File: src/rtl/uart_frame_chk_sat_cnt.sv
// Saturating up-counter with synchronous clear; clear wins over increment.
module sat_cnt #(
   parameter int CNT_W = 8
) (
   input  logic             clk,
   input  logic             rst,
   input  logic             inc,
   input  logic             clr,
   output logic [CNT_W-1:0] cnt
);

   always_ff @(posedge clk or negedge rst) begin
      if (!rst) begin
         cnt <= '0;
      end else if (clr) begin
         cnt <= '0;
      end else if (inc && (cnt != {CNT_W{1'b1}})) begin
         cnt <= cnt + 1'b1;
      end
   end

endmodule

File: config.mk
export PLATFORM = sky130hd
export DESIGN_NAME = sat_cnt
export DESIGN_NICKNAME = d
export VERILOG_FILES = /design/src/rtl/uart_frame_chk_sat_cnt.sv
export SDC_FILE = /design/constraint.sdc
export NUM_CORES = 1
export LEC_CHECK = 0
export BUFFER_PORTS_ARGS = -buffer_cell sky130_fd_sc_hd__buf_2
export CORE_AREA = 2 2 39 41
export CTS_CLUSTER_SIZE = 8
export DETAILED_ROUTE_END_ITERATION = 10
export DIE_AREA = 0 0 41 43
export HOLD_SLACK_MARGIN = 0.05
export PLACE_DENSITY_LB_ADDON = 0.3
export SYNTH_ARGS = -nofsm -noshare
export SYNTH_HDL_FRONTEND = slang
export SYNTH_SLANG_ARGS = --single-unit
File: constraint.sdc
create_clock -name clk -period 5 [get_ports clk]
set_input_delay 0.25 -clock clk [delete_from_list [all_inputs] [get_ports clk]]
set_output_delay 0.25 -clock clk [all_outputs]
set_load 0.02 [all_outputs]
# Word-level counts from Yosys, hierarchy flattened
# Cells that the tools add are included.
# classes
add_sub_neg,1
n_eq_ne,1
mux,2
reduce_logical,2
# op_table
operator,count
$mux W8,2
$add A8 B1 Y8 const B,1
$ne A8 B8 Y1 const B,1
$reduce_bool A2 Y1,1
$logic_and A1 B1 Y1,1
# word_totals
register_bits,8
input_bits,4
out_inout_bits,8
wordCells,7

# Logic depth before layout (Yosys ltp)
# logic_depth
depth_word,4
mapped_depth,4
ltp_nobuf,4

# Worst setup path before layout
# Ideal clock, no wire load.
# synth_path
path_type,flip-flop to flip-flop
from,reg cnt[0]
to,reg cnt[0]
setup_ns,0.125
t_arrival_ns,1.567
t_required_ns,4.875
slack_ns,3.309
path_stages_with_launch,5
n_path_buf,0
period_less_slack_ns,1.691
path_cell_list,dfrtp_1 ha_1 and4_2 a21boi_1 mux2_2
# synth_between
elab_chain_cells,3
elab_cells_between_ends,6
classes_between,add/sub: 1; eq/ne: 1; mux: 2; reduce/logical: 2
# synth_rtl
item,line_no,rtl
"start, declared",9,output logic [CNT_W-1:0] cnt
"start signal, assigned",18,cnt <= cnt + 1'b1;
$add A8 B1 Y8 or $ne A8 B8 Y1 (tied branches),"18, 17",
$mux W8 or $logic_and A1 B1 Y1 (tied branches),17,end else if (inc && (cnt != {CNT_W{1'b1}})) begin
$mux W8 or $reduce_bool A2 Y1 (tied branches),n/a,
# Parallel ways exist; a longest one is shown, timed or not. The select of a mux whose other input is x is not followed.
# A chain may end at the register's enable or synchronous reset.

# Worst setup path after layout
# Same ends and word-level chain as after synthesis.

==> impl_metrics.tcl <==
set metrics [dict create \
    pwr-share-seq_pct 51.3 \
    fp.coreArea_um2 1380 \
    cp-startpoint "cnt[0]" \
    drt.antenna.violating_nets 0 \
    cts_buffers 3 \
    gp_congestion 0.783 \
    antenna_found_initial 0 \
    top_register "cnt" \
    end_kind "register" \
    p_switching_mw 0.0339 \
    cts.sinks 8 \
    die_area_um2 1760 \
    crit_type "register to register" \
    ios 12 \
    cp_max_fo 7 \
    syn_to_final_growth_pct 21.3 \
    drtIter0Drc 10 \
    start_kind "register" \
    grt_pass1_vias 380 \
    synth_top_cell_by_area "dfrtp_1" \
    maxSlewHeadroom_pct 74.9 \
    clk_pin_slew_ns 0.06 \
    path_cells "ha_1, and4_2, a21boi_1, mux2_2" \
    synth_enable_flop_cells 0 \
    routed_wl_um 1020 \
    r2r_start "cnt[0]" \
    cts_tree "yes" \
    status "finished, final reports clean" \
    avgRoutedWirePerCell_um 13.0 \
    hold_violations 0 \
    intPower_mw 0.0995 \
    synth_warnings 0 \
    path_delay_family "flip-flops" \
    rsz0062_at_grt "false" \
    cts_root_buf "clkbuf_4" \
    worst_slew_pin_slew_ns 0.367 \
    holdCritStartpoint "clr" \
    postCtsSetupRepairBufs 0 \
    die-width_um 41 \
    power_switching_share_pct 25.4 \
    ys.flop_type "dfrtp_1" \
    fin_nets 69 \
    grt_pass1_wl_um 1660 \
    ys_types 28 \
    diodes 0 \
    overflow 0 \
    setup-tns-final_ns 0 \
    drtPass1Iterations 4 \
    clkLatencyLatePin_ns 0.26 \
    ctsLongestPathBuffers 2 \
    synth_seq_cells 8 \
    synthCells 49 \
    setup_viol 0 \
    fin_total_pwr_mw 0.133 \
    placement.io_buffers 11 \
    worst-path-buf-inv 0 \
    grt_use_total_pct 14.2 \
    power_leakage_nw 0.259 \
    syn_area_per_cell_um2 9.47 \
    required_ns 5.14 \
    viasPerCell 5.33 \
    ys_top_cells_by_area "dfrtp_1, mux2_2, nor3_1" \
    dr_total_vias 416 \
    holdCritPathClass "primary input to register" \
    post-route-period-util_pct 33.8 \
    yosysSeqAreaShare_pct 43.1 \
    grt_max_degree 12 \
    largest_register_ffs 8 \
    slowest_delay_ns 0.42 \
    reg_top3 "cnt x8" \
    cts.htree.levels 1 \
    drive_above_1_share_pct 29.0 \
    fin_skew_ns 0.00653 \
    die_h_um 43 \
    post-route-drc-count 0 \
    syn_nets 54 \
    syn_area_um2 464 \
    combPwrFrac_pct 10.5 \
    num_rows 14 \
    crit_slowest_cell "dfrtp_1" \
    drv_slew 0 \
    dp_hpwl_um 708 \
    min_period_ns 1.69 \
    cap_violations 0 \
    cp.arrival_ns 1.83 \
    async_flop_share_pct 100 \
    fmax_mhz 592 \
    synth_top_area_share_pct 43.1 \
    peakVddDrop_v 0.000132 \
    pwr-share-clk_pct 38.2 \
    power_density_nw_per_um2 237 \
    start_util_pct 33.5 \
]
==> cell usage after synthesis (all sizes together), types with 2 or more instances <==
master  count
nand2b      3
nor2b       3
nand2       2
dfrtp       8
inv         2
a21oi       3
nor3        4
nand3       3
mux2        2
and4        2
nor2        2
==> metrics by stage <==
| step | utilization [%] | setup slack, ns | cell area, µm² | cells | hold WS (ns) |
|---|---|---|---|---|---|
| 6_report | 40.7 | 3.31 | 563 | 78 | 0.299 |
| 3_5_place_dp | 38.3 | 3.33 | 531 | 74 | 0.110 |
| 5_1_grt | 40.7 | 3.21 | 563 | 78 | 0.308 |
| 3_3_place_gp | 38.3 | 3.34 | 531 | 74 | 0.108 |
| 4_1_cts | 40.7 | 3.31 | 563 | 78 | 0.298 |
| 2_1_floorplan | - | 3.31 | 464 | 49 | -0.0456 |
==> power by group through the flow <==
stage | Sequential, mW | Clock [mW] | Combinational [mW]
global route | 0.0689 | 0.0563 | 0.0157
CTS | 0.0684 | 0.0531 | 0.0141
detailed placement | 0.0696 | 0 | 0.0134
global placement | 0.0694 | 0 | 0.0136
finish | 0.0685 | 0.0510 | 0.0140
floorplan | 0.0713 | 0 | 0.00660
==> repair_timing <==
item                                    4_1_cts  5_1_grt
hold buffers                                  1        0
endpoints found under the setup margin        0        0
resized for setup                             0        0
endpoints found under the hold margin         8        0
==> metal layers <==
metal	up-vias	share of wire (%)	wire length, µm	GRT usage, %
li1	207	-	-	-
met1	190	46	469	19.2
met2	14	45	455	19.1
met3	5	6.2	63	4.71
met4	0	2.7	27	8.00
met5	-	0	0	0
==> cell type report <==
| cell class | instances | area (µm²) |
|---|---|---|
| multi-input combinational | 37 | 248 |
| timing repair buffer | 12 | 65.1 |
| clock buffer | 3 | 22.5 |
| fill | 145 | 821 |
| inverter | 2 | 7.51 |
| tap | 16 | 20.0 |
| sequential | 8 | 200 |
==> worst register-to-register path: stages, from the launching register on <==
cell and delay [ns]:
dfrtp_1 0.42, ha_1 0.29, and4_2 0.28, a21boi_1 0.22, mux2_2 0.36
==> cells by family after synthesis <==
| group | share of synthesized area, % |
|---|---|
| AND/OR/NAND/NOR | 31.0 |
| multiplexers | 7.01 |
| adder cells (fa/ha/maj) | 2.69 |
| flip-flops | 43.1 |
| buffers and inverters | 3.50 |
| AO/OA/AOI/OAI | 12.7 |
==> layout by cell type, fill, tap and decap left out, types with 2 or more instances in the layout <==
master,n
buf_2,11
dfrtp_1,8
nor3_1,4
a21oi_1,3
nand2b_1,3
nor2b_1,3
clkbuf_4,3
nand3_1,2
nor2_1,2
mux2_2,2
inv_1,2
nand2_1,2
==> worst paths after layout <==
path,end,slack (ns),depth (start not counted)
hold reg to reg,cnt[1],0.60,2
min in group asynchronous,cnt[7],0.36,2
max in group asynchronous,cnt[0],4.45,2
hold / removal,cnt[7],0.30,2
setup / recovery,cnt[0],3.31,4
setup reg to reg,cnt[0],3.31,4
Power figures use the tool's default switching activity.
